`src/rtl/regwrite_arbiter.sv`:
```
// regwrite_arbiter: round-robin arbitration of the ALU (port 0) and load
// (port 1) write-back sources onto the single register-file write port.
// The winning write is registered into an output stage that freezes while
// the register file stalls. Writes to R0 are accepted but never enabled.
module regwrite_arbiter #(
    parameter int DATA_W = 32,
    parameter int ADDR_W = 5
) (
    input  logic              clk,
    input  logic              reset,
    input  logic              req0_valid,
    input  logic [ADDR_W-1:0] req0_addr,
    input  logic [DATA_W-1:0] req0_data,
    output logic              req0_ready,
    input  logic              req1_valid,
    input  logic [ADDR_W-1:0] req1_addr,
    input  logic [DATA_W-1:0] req1_data,
    output logic              req1_ready,
    input  logic              wb_stall,
    output logic              rf_we,
    output logic              rf_sel,
    output logic [ADDR_W-1:0] rf_waddr,
    output logic [DATA_W-1:0] rf_wdata
);

    // Index of the most recently accepted port. It resets to 1 so that the
    // first tie after reset goes to port 0.
    logic last_grant;

    // Grant decision: a port wins when it is alone or when the other port
    // won last time. Both are gated by the stall so nothing is accepted
    // while the output stage is frozen. Depends only on inputs and
    // last_grant, never on the rf_* outputs.
    always_comb begin
        req0_ready = req0_valid & ~wb_stall & (~req1_valid | last_grant);
        req1_ready = req1_valid & ~wb_stall & (~req0_valid | ~last_grant);
    end

    // Output stage and round-robin state. A stall holds everything, so a
    // pending write stays presented until the register file takes it.
    always_ff @(posedge clk or posedge reset) begin
        if (reset) begin
            rf_we      <= 1'b0;
            rf_sel     <= 1'b0;
            rf_waddr   <= '0;
            rf_wdata   <= '0;
            last_grant <= 1'b1;
        end else if (!wb_stall) begin
            if (req0_ready) begin
                rf_sel     <= 1'b0;
                rf_waddr   <= req0_addr;
                rf_wdata   <= req0_data;
                rf_we      <= (req0_addr != '0);
                last_grant <= 1'b0;
            end else if (req1_ready) begin
                rf_sel     <= 1'b1;
                rf_waddr   <= req1_addr;
                rf_wdata   <= req1_data;
                rf_we      <= (req1_addr != '0);
                last_grant <= 1'b1;
            end else begin
                // Idle cycle: drop the enable, keep the last write visible.
                rf_we <= 1'b0;
            end
        end
    end

endmodule

```
`config.mk`:
```
export PLATFORM = sky130hd
export DESIGN_NAME = regwrite_arbiter
export DESIGN_NICKNAME = d
export VERILOG_FILES = /design/src/rtl/regwrite_arbiter.sv
export SDC_FILE = /design/constraint.sdc
export NUM_CORES = 1
export LEC_CHECK = 0
export CAP_MARGIN = 25
export CELL_PAD_IN_SITES_DETAIL_PLACEMENT = 1
export CELL_PAD_IN_SITES_GLOBAL_PLACEMENT = 2
export CORE_MARGIN = 2
export CORE_UTILIZATION = 19
export DETAILED_ROUTE_END_ITERATION = 8
export PLACE_DENSITY = 0.77
export SLEW_MARGIN = 30
export SYNTH_ARGS = -nofsm -noshare
export SYNTH_HDL_FRONTEND = slang
export SYNTH_SLANG_ARGS = --single-unit
```
`constraint.sdc`:
```
create_clock -name clk -period 1.4 [get_ports clk]
set_input_delay 0.21 -clock clk [delete_from_list [all_inputs] [get_ports clk]]
set_output_delay 0.21 -clock clk [all_outputs]
set_load 0.01 [all_outputs]
```
==> summary.txt, run 1 <==
Status
  – Run status: complete, but fails checks
  – Failing checks: negative setup slack

Placement
  – Dpl hpwl: 5019 um
  – Number of port buffers: 119
  – Placed cells: 479
  – Placed cell area: 3511 um^2
  – GP Congestion: 0.6601

Yosys
  – Synth area leader: dfrtp_1
  – Mapped Nets: 309
  – #FFs+latches synth: 40
  – Top cells by area, synth: dfrtp_1 46%, or3b_1 15%, a31oi_1 11%
  – Mean Syn Cell Area: 9.215 um^2
  – Seq/Total Area, Yosys: 47.28%
  – Yosys top cell area share: 46.04%
  – Mapped Cells: 230
  – Unique masters post-synth: 22
  – Cell area after synthesis: 2120 um^2
  – Ys Warns: 0

Timing
  – Slew margin rel.: 84.01%
  – Worst slew pin tran: 239.8 ps
  – WHS: 277.7 ps
  – Setup violations, final: 34
  – RSZ-0062 raised after global routing: yes
  – Crit path time final: 1454 ps
  – Final Cycle Share: 103.9%
  – Max Transition Viols Final: 0
  – Setup slack after layout: -54.23 ps
  – Endpoints failing hold: 0
  – Max Clk Rate: 687.6 MHz
  – Final Skew: 6.435 ps

Worst setup path
  – Setup CP Type: register to register
  – Peak per-stage delay on the critical path: 590 ps
  – Slowest CP cell: dfstp_2
  – CP arrival: 1660 ps
  – Crit end category: register
  – CP Max Fanout: 35
  – CP cell instances: nor2b_4 -> buf_12 -> or3b_1 -> a31oi_1
  – CP required: 1610 ps
  – Startpoint Class: register

Clock network
  – CTS tree: built
  – Clock root buffer: clkbuf_8
  – CTS clock-pin slew for the worst setup and hold paths: 80 ps
  – Hold buffers post-CTS: 0
  – CTS H-tree lvls: 2
  – Later-pin clock latency in the skew report: 300 ps
  – Longest Clk Path Bufs: 2
  – Total CTS buffers: 5
  – CTS sink cnt: 40

Cells and area
  – Fill cells: 1,279
  – Final core utilization: 33.58%
  – Sequential Area: 1002 um^2
  – ANT cells: 0
  – Multi-input logic area: 1006 um^2
  – Post-route cell area: 3640 um^2
  – Syn-to-layout area delta: 71.72%
  – Layout Cells excl Fill: 488
  – Share of cells above drive strength 1: 9.195%
  – Fin nets: 426

Routing
  – Routed Wire Length: 7133 um
  – Vias: 2,210
  – DRC Markers: 0
  – Initial DRC Count: 37
  – Drt first pass iters: 4
  – ANT nets after route: 0
  – Wirelength per Cell: 14.62 um
  – Post-DR vias/cell: 4.529

Power and ir drop
  – Maximum VDD drop: 368.5 uV
  – Power, Total: 3.246 mW
  – Pwr per Cell Area: 892.0 nW/um^2
  – Static Leak: 1.451 nW

Global routing
  – Vias in the first global route: 2,254
  – GR Overflow Total: 0
  – Initial antenna violation count: 0
  – Largest net degree at the start of global routing: 41
  – Global-route wire length before repair: 10,940 um
  – Tot GR Track Use: 11.53%

Floorplan
  – Core Area: 10,840 um^2
  – DIE HEIGHT: 109.6 um
  – Initial Util: 19.55%
  – Die ar.: 12,020 um^2
  – I/O pin total: 120
  – Row count: 38
  – Die X-Extent: 109.6 um

Hold path
  – HP Class: primary input to asynchronous set/reset pin

Flow run
  – Max-cap viol count: 0
==> timing repair <==
action                     CTS  global route
setup endpoints to repair   75            42
setup buffers                0             0
pin swaps                   12            10
gates resized for setup     57             6
gates cloned                 0             1
==> power by group <==
group	switching (mW)	internal, mW
Clock	0.439	0.395
Sequential	0.0812	1.32
Combinational	0.453	0.561
==> placed cells by master (no fill, tap or decap), drive strengths merged <==
cell           count
dlymetal6s2s       4
a31oi             37
nor3               2
dlygate4sd2       37
o21bai             1
nand2b             1
nor2              40
a211oi             1
a21o               2
o21ba              1
dfstp              1
buf               16
nor2b              1
inv                2
a221o              1
and2               1
nand2              2
clkdlybuf4s50     76
o21ai             37
or3b              37
clkinv             2
dfrtp             39
clkbuf             7
==> final cells by class <==
type	instances	area share (%)
Clock buffer	6	2.269
Sequential cell	40	27.54
Clock inverter	2	0.2750
Multi-Input combinational cell	164	27.64
Timing Repair Buffer	134	37.26
Tap cell	140	4.813
Inverter	2	0.2063
==> through the flow <==
step,setup TNS [ps],setup slack (ps)
floorplan,-123.7,-6.187
global placement,-14810,-510.4
detailed placement,-15370,-450.4
CTS,-1483,-76.94
global route,-3166,-131.1
finish,-870.3,-54.23
==> synth_stat cells <==
cell / number
a31oi_1: 37
buf_1: 2
a221o_1: 1
nor2b_4: 1
clkbuf_2: 2
dfrtp_1: 39
buf_2: 2
dfstp_2: 1
buf_6: 3
nor2_1: 40
nand2b_4: 1
o21ba_2: 1
a21o_1: 2
and2_1: 1
nor3_1: 2
a211oi_1: 1
or3b_1: 37
nand2_1: 2
clkbuf_1: 15
inv_1: 2
o21bai_1: 1
o21ai_0: 37
==> flip-flops by register name (all words and copies together) (netlist names) <==
signal and cells:
last_grant 1, rf_sel 1, rf_waddr 5, rf_wdata 32
rf_we 1
==> kinds of logic after synthesis <==
group	share of synthesized area [%]
and+or+nand+nor	24.79
DFF	47.28
AOI/OAI and AO/OA	22.02
buffers and inverters	5.903
==> metal layers <==
layer,part of all wire (%),track usage [%],vias up,wire length [um]
met5,0,0,-,0
met4,0.45,2.532,0,32
met3,7.2,3.438,4,514
met2,46,18.52,84,3302
met1,46,15.28,1053,3284
li1,-,-,1069,-
==> critical path: cells and delay by family, from the launching register on <==
kind            cells  cell delay, ps
flops               1             590
simple gates        2             440
compound gates      1             180
buf+inv             1             160
==> path summary, 6_finish.rpt <==
check                            from      endpoint  slack (ps)  depth (start not counted)
max                        last_grant  rf_wdata[26]         -50                          4
min                             reset  rf_wdata[11]         280                          3
max reg2reg                last_grant  rf_wdata[26]         -50                          4
min reg2reg                    rf_sel        rf_sel         480                          1
max in group asynchronous       reset    last_grant         860                          3
min in group clk           req1_valid    last_grant         410                          4
Note: power is estimated with default switching activity, not from simulation.
==> inputs of run 2 (changes only) <==
--- a/config.mk
+++ b/config.mk
@@ -9,9 +9,9 @@
 export CELL_PAD_IN_SITES_DETAIL_PLACEMENT = 1
 export CELL_PAD_IN_SITES_GLOBAL_PLACEMENT = 2
 export CORE_MARGIN = 2
-export CORE_UTILIZATION = 19
+export CORE_UTILIZATION = 22
 export DETAILED_ROUTE_END_ITERATION = 8
-export PLACE_DENSITY = 0.77
+export PLACE_DENSITY = 0.84
 export SLEW_MARGIN = 30
 export SYNTH_ARGS = -nofsm -noshare
 export SYNTH_HDL_FRONTEND = slang
==> constraint.sdc (replaced) <==
create_clock -name clk -period 1.7 [get_ports clk]
set_input_delay 0.255 -clock clk [delete_from_list [all_inputs] [get_ports clk]]
set_output_delay 0.255 -clock clk [all_outputs]
set_load 0.01 [all_outputs]
==> run 2 against run 1 <==
Effect of this change:
- the run now ends clean
- setup slack better by 140 ps
- power is 16% lower
- global-route usage is 1.5 points higher
- largest cell class unchanged
- routed wire length is 5.6% lower
- hold slack better by 32 ps
- critical path depth is 3 higher
- sequential power is 17% lower
- largest power group unchanged
- combinational power is 12% lower
- critical path type is now primary input to register
- highest routed layer unchanged
- die area is 13% lower
- register-to-register slack better by 170 ps
- first-iteration DRC count is 65% higher
==> summary.txt, run 2 (synthesized netlist as in run 1, its figures left out) <==
Floorplan
  – Die X-Extent: 102.2 um (was 109.6 um)
  – I/O pin total: 120 (unchanged)
  – Core Area: 9284 um^2 (was 10,840 um^2)
  – Die ar.: 10,440 um^2 (was 12,020 um^2)
  – Row count: 35 (was 38)
  – Initial Util: 22.83% (was 19.55%)
  – DIE HEIGHT: 102.2 um (was 109.6 um)

Routing
  – Routed Wire Length: 6736 um (was 7133 um)
  – Post-DR vias/cell: 4.542 (was 4.529)
  – ANT nets after route: 0 (unchanged)
  – Vias: 2,153 (was 2,210)
  – Drt first pass iters: 4 (unchanged)
  – Initial DRC Count: 61 (was 37)
  – DRC Markers: 0 (unchanged)
  – Wirelength per Cell: 14.21 um (was 14.62 um)

Worst setup path
  – FF-to-FF End: rf_wdata[19] (was rf_wdata[26])
  – Levels on crit path: 7 (was 4)
  – CP Max Fanout: 40 (was 35)
  – Crit end category: register (unchanged)
  – CP cell instances: clkdlybuf4s50_1 -> buf_4 -> nor2b_4 -> buf_4 -> buf_12 -> or3b_1 -> a31oi_1 (was nor2b_4 -> buf_12 -> or3b_1 -> a31oi_1)
  – CP arrival: 1830 ps (was 1660 ps)
  – Worst reg2reg setup slack: 120 ps (was -50 ps)
  – Peak per-stage delay on the critical path: 420 ps (was 590 ps)
  – CP Buf/Inv Count: 4 (was 1)
  – Crit Reg-Reg Startpoint: last_grant (unchanged)
  – Startpoint Class: primary input (was register)
  – Slowest CP cell: clkdlybuf4s50_1 (was dfstp_2)
  – Setup CP Type: primary input to register (was register to register)
  – Largest delay share family, worst path: buffers and inverters (was flip-flops)
  – Reg2reg path depth: 5 (was 4)
  – CP required: 1910 ps (was 1610 ps)
  – Worst path most repeated cell: buf_4

Global routing
  – Vias in the first global route: 2,239 (was 2,254)
  – Tot GR Track Use: 13.03% (was 11.53%)
  – GR Overflow Total: 0 (unchanged)
  – Global-route wire length before repair: 10,880 um (was 10,940 um)
  – Initial antenna violation count: 0 (unchanged)
  – Largest net degree at the start of global routing: 75 (was 41)

Timing
  – Max Transition Viols Final: 0 (unchanged)
  – Max Clk Rate: 618.6 MHz
  – WHS: 309.8 ps (was 277.7 ps)
  – Worst slew pin tran: 290.8 ps (was 239.8 ps)
  – RSZ-0062 raised after global routing: no (was yes)
  – Endpoints failing hold: 0 (unchanged)
  – Final Skew: 7.691 ps (was 6.435 ps)
  – Setup violations, final: 0 (was 34)
  – Crit path time final: 1617 ps
  – Final Cycle Share: 95.09%
  – Setup Total Neg Slack: 0 ps (was -870.3 ps)
  – Slew margin rel.: 80.62% (was 84.01%)

Clock network
  – Clock root buffer: clkbuf_8 (unchanged)
  – Later-pin clock latency in the skew report: 290 ps (was 300 ps)
  – Longest Clk Path Bufs: 2 (unchanged)
  – Total CTS buffers: 5 (unchanged)
  – CTS H-tree lvls: 2 (unchanged)
  – CTS tree: built (unchanged)
  – CTS clock-pin slew for the worst setup and hold paths: 80 ps (about the same)
  – Hold buffers post-CTS: 0 (unchanged)
  – CTS sink cnt: 40 (unchanged)

Cells and area
  – Max reg flops: 32 (unchanged)
  – Commonest cells after routing, fill and taps aside: 116 x clkdlybuf4s50_1, 40 x nor2_1, 39 x dfrtp_1 (was 76 x clkdlybuf4s50_1, 39 x nor2_1, 39 x dfrtp_1)
  – Reg with most FFs: rf_wdata (unchanged)
  – Final core utilization: 38.72% (was 33.58%)
  – Syn-to-layout area delta: 69.60% (was 71.72%)
  – Fin nets: 423 (was 426)
  – Commonest non-fill, non-tap cell in the layout: clkdlybuf4s50_1 (unchanged)
  – Share of cells above drive strength 1: 7.246% (was 9.195%)
  – ANT cells: 0 (unchanged)
  – Layout Cells excl Fill: 474 (was 488)
  – Regs by FF count: rf_wdata: 32 flops, rf_waddr: 5 flops (unchanged)

Power and ir drop
  – Static Leak: 1.361 nW (was 1.451 nW)
  – Maximum VDD drop: 252.0 uV (was 368.5 uV)
  – Power, Total: 2.735 mW (was 3.246 mW)
  – Pwr per Cell Area: 760.8 nW/um^2 (was 892.0 nW/um^2)

Placement
  – Placed cells: 465 (was 479)
  – GP Congestion: 0.7477 (was 0.6601)
  – Dpl hpwl: 4859 um (was 5019 um)
  – Number of port buffers: 119 (unchanged)

Hold path
  – HP Class: primary input to asynchronous set/reset pin (unchanged)

Status
  – Run status: finished clean (was complete, but fails checks)

Flow run
  – Max-cap viol count: 0 (unchanged)
[run 2: how the worst max path moves through the flow]
stage | startpoint | slack [ps] | endpoint
detailed placement | req0_valid | -230 | req1_ready
CTS | req1_valid | 10 | req0_ready
global route | req1_valid | 10 | req0_ready
floorplan | last_grant | 260 | rf_waddr[1]
finish | req1_valid | 80 | rf_wdata[19]
global placement | req0_valid | -200 | req1_ready
[run 2: per-layer routing]
layer,share of wire [%],vias up,global-route usage [%]
li1,-,1059,-
met1,45,1020,16.74
met2,47,68,21.76
met3,7.0,6,3.694
met4,0.77,0,3.077
met5,0,-,0
[run 2: where the power goes]
part | internal [mW] | switching, mW
Combinational | 0.532 | 0.361
Clock | 0.331 | 0.353
Sequential | 1.09 | 0.0732
Total | 1.95 | 0.787
[run 2: repair_timing]
action / in CTS / in global routing
setup endpoints to repair: 2 / 1
pin swaps: 0 / 0
resized for setup: 3 / 2
setup buffers: 0 / 1
endpoints found under the hold margin: 0 / 0
[run 2: final cells by class]
type                            instances  area [um^2]
Tap cell                              129        161.4
Clock buffer                            7        86.33
Timing Repair Buffer                  131         1333
Multi-Input combinational cell        164        997.2
Fill cell                            1090         5689
Clock inverter                          1        7.507
Sequential cell                        40         1002
Inverter                                2        7.507
[run 2: stage by stage]
step,worst slack (ps),instance area (um^2)
6_report,83.47,3595
5_1_grt,10.74,3595
4_1_cts,12.85,3583
3_5_place_dp,-229.4,3487
3_3_place_gp,-200.0,3487
2_1_floorplan,261.2,2120
[run 2: worst reg2reg max path: stages, from the launching register on]
cell     delay (ps)
dfstp_2         580
nor2b_4          60
buf_4           130
buf_12          150
or3b_1          400
a31oi_1         190
==> inputs of run 3 (changes only) <==
--- a/config.mk
+++ b/config.mk
@@ -12,6 +12,7 @@
 export CORE_UTILIZATION = 22
 export DETAILED_ROUTE_END_ITERATION = 8
 export PLACE_DENSITY = 0.84
+export SETUP_SLACK_MARGIN = 0.2
 export SLEW_MARGIN = 30
 export SYNTH_ARGS = -nofsm -noshare
 export SYNTH_HDL_FRONTEND = slang
==> run 3 against run 2 <==
Effect of this change:
- utilization up 2.1 points
- die area unchanged
- clock power about the same
- hold slack worse by 1.6 ps
- clock skew down 1.2 ps
- cell count up 1.5%
- critical path type is now register to register
- register-to-register slack better by 50 ps
- largest power group unchanged
- sequential share of layout area down 1.5 points
- setup slack better by 89 ps
- maximum frequency up 5.8%
- cell area up 5.5%
- non-clock buffer count up 7
==> summary.txt, run 3 (synthesized netlist as in run 1, its figures left out) <==
Timing
  – Setup violations, final: 0 (unchanged)
  – Final Cycle Share: 89.87% (was 95.09%)
  – Max Transition Viols Final: 0 (unchanged)
  – Max Clk Rate: 654.6 MHz (was 618.6 MHz)
  – Final Skew: 6.507 ps (was 7.691 ps)
  – Slew margin rel.: 80.71% (was 80.62%)
  – Crit path time final: 1528 ps (was 1617 ps)
  – RSZ-0062 raised after global routing: yes (was no)
  – Endpoints failing hold: 0 (unchanged)
  – Worst slew pin tran: 289.3 ps (was 290.8 ps)
  – Setup slack after layout: 172.2 ps (was 83.47 ps)

Routing
  – Vias: 2,241 (was 2,153)
  – DRC Markers: 0 (unchanged)
  – Drt first pass iters: 4 (unchanged)
  – Initial DRC Count: 65 (was 61)
  – ANT nets after route: 0 (unchanged)
  – Routed Wire Length: 7459 um (was 6736 um)
  – Post-DR vias/cell: 4.659 (was 4.542)
  – Wirelength per Cell: 15.51 um (was 14.21 um)

Clock network
  – Total CTS buffers: 5 (unchanged)
  – CTS H-tree lvls: 2 (unchanged)
  – Clock root buffer: clkbuf_8 (unchanged)
  – CTS clock-pin slew for the worst setup and hold paths: 80 ps (about the same)
  – CTS tree: built (unchanged)
  – Hold buffers post-CTS: 0 (unchanged)
  – CTS sink cnt: 40 (unchanged)
  – Later-pin clock latency in the skew report: 290 ps (about the same)
  – Longest Clk Path Bufs: 2 (unchanged)

Hold path
  – HP Class: primary input to asynchronous set/reset pin (unchanged)

Floorplan
  – Core Area: 9284 um^2 (unchanged)
  – Row count: 35 (unchanged)
  – DIE HEIGHT: 102.2 um (unchanged)
  – Die X-Extent: 102.2 um (unchanged)
  – I/O pin total: 120 (unchanged)
  – Die ar.: 10,440 um^2 (unchanged)
  – Initial Util: 22.83% (unchanged)

Power and ir drop
  – Static Leak: 1.587 nW (was 1.361 nW)
  – Pwr per Cell Area: 743.1 nW/um^2 (was 760.8 nW/um^2)
  – Net Sw Frac: 29.02% (was 28.79%)
  – Clock power frac: 24.3% (was 25.0%)
  – Net Switching: 0.8181 mW (was 0.7875 mW)
  – Power, Total: 2.819 mW (was 2.735 mW)
  – Seq pwr share: 41.0% (was 42.4%)
  – Internal power: 2.001 mW (was 1.947 mW)
  – Combinational share of power: 34.7% (was 32.6%)
  – Maximum VDD drop: 242.8 uV (was 252.0 uV)

Global routing
  – Tot GR Track Use: 14.00% (was 13.03%)
  – Global-route wire length before repair: 11,550 um (was 10,880 um)
  – Initial antenna violation count: 0 (unchanged)
  – Largest net degree at the start of global routing: 75 (unchanged)
  – Vias in the first global route: 2,331 (was 2,239)
  – GR Overflow Total: 0 (unchanged)

Cells and area
  – Max reg flops: 32 (unchanged)
  – Reg with most FFs: rf_wdata (unchanged)
  – Regs by FF count: rf_wdata: 32 flops, rf_waddr: 5 flops (unchanged)
  – Share of cells above drive strength 1: 9.943% (was 7.246%)
  – Commonest non-fill, non-tap cell in the layout: clkdlybuf4s50_1 (unchanged)
  – ANT cells: 0 (unchanged)
  – Fin nets: 430 (was 423)
  – Commonest cells after routing, fill and taps aside: 94 x clkdlybuf4s50_1, 39 x nor2_1, 39 x dfrtp_1, 37 x or3b_1, 37 x a31oi_1 (was 116 x clkdlybuf4s50_1, 40 x nor2_1, 39 x dfrtp_1)
  – Syn-to-layout area delta: 78.98% (was 69.60%)

Worst setup path
  – Crit end category: register (unchanged)
  – Setup CP Type: register to register (was primary input to register)
  – Startpoint Class: register (was primary input)
  – CP arrival: 1750 ps (was 1830 ps)
  – CP Max Fanout: 8 (was 40)
  – CP required: 1920 ps (was 1910 ps)
  – Reg2reg path depth: 5 (unchanged)

Placement
  – Dpl hpwl: 4859 um (unchanged)
  – Pre-CTS WS: -229.4 ps (unchanged)
  – Number of port buffers: 119 (unchanged)
  – GP Congestion: 0.7477 (unchanged)

Status
  – Run status: finished clean (unchanged)

Flow run
  – Max-cap viol count: 0 (unchanged)
-- run 3: worst paths after layout --
kind / startpoint / to / slack [ps]
min: reset / rf_wdata[9] / 310
max reg2reg: last_grant / rf_wdata[3] / 170
min reg2reg: rf_sel / rf_sel / 500
max in group asynchronous: reset / last_grant / 1090
min in group clk: rf_sel / rf_sel / 500
max: last_grant / rf_wdata[3] / 170
-- run 3: timing repair --
| action | CTS | global route |
|---|---|---|
| pin swaps | 16 | 51 |
| resized for setup | 13 | 30 |
| cloned | 2 | 3 |
| buffers inserted | 2 | 1 |
| endpoints found under the setup margin | 19 | 59 |
-- run 3: stage by stage --
step	hold slack [ps]	cells	util, %	instance area, um^2	TNS [ps]
final	308.2	481	40.86	3794	0
after global routing	352.7	481	40.86	3794	0
after global placement	466.9	465	37.56	3487	-2397
after CTS	309.1	477	39.54	3671	0
after floorplan	424.7	230	-	2120	0
after detailed placement	474.4	465	37.56	3487	-4293
-- run 3: area by class of cell --
cell class / instances / area [um^2]
Inverter: 2 / 7.507
Timing Repair Buffer: 138 / 1529
Fill cell: 1079 / 5490
Multi-Input combinational cell: 164 / 999.7
Clock buffer: 7 / 86.33
Tap cell: 129 / 161.4
Clock inverter: 1 / 7.507
Sequential cell: 40 / 1002
-- run 3: metal layers --
metal | vias to the layer above | wire, um | track usage [%]
met3 | 6 | 471 | 3.694
met4 | 0 | 51 | 3.077
li1 | 1079 | - | -
met5 | - | 0 | 0
met1 | 1082 | 3393 | 17.93
met2 | 74 | 3543 | 23.79
-- run 3: power groups by stage --
stage | Clock, mW | Combinational [mW] | Sequential [mW]
final | 0.686 | 0.978 | 1.16
after CTS | 0.724 | 0.965 | 1.16
after floorplan | 0 | 0.289 | 1.24
after global routing | 0.768 | 1.07 | 1.17
after global placement | 0 | 0.891 | 1.17
after detailed placement | 0 | 0.905 | 1.18
-- run 3: worst max-delay path: stages (launching register included) --
cell and delay, ps:
dfstp_2 570, nor2b_4 60, buf_6 130, clkbuf_16 150, or3b_1 370, a31oi_1 170
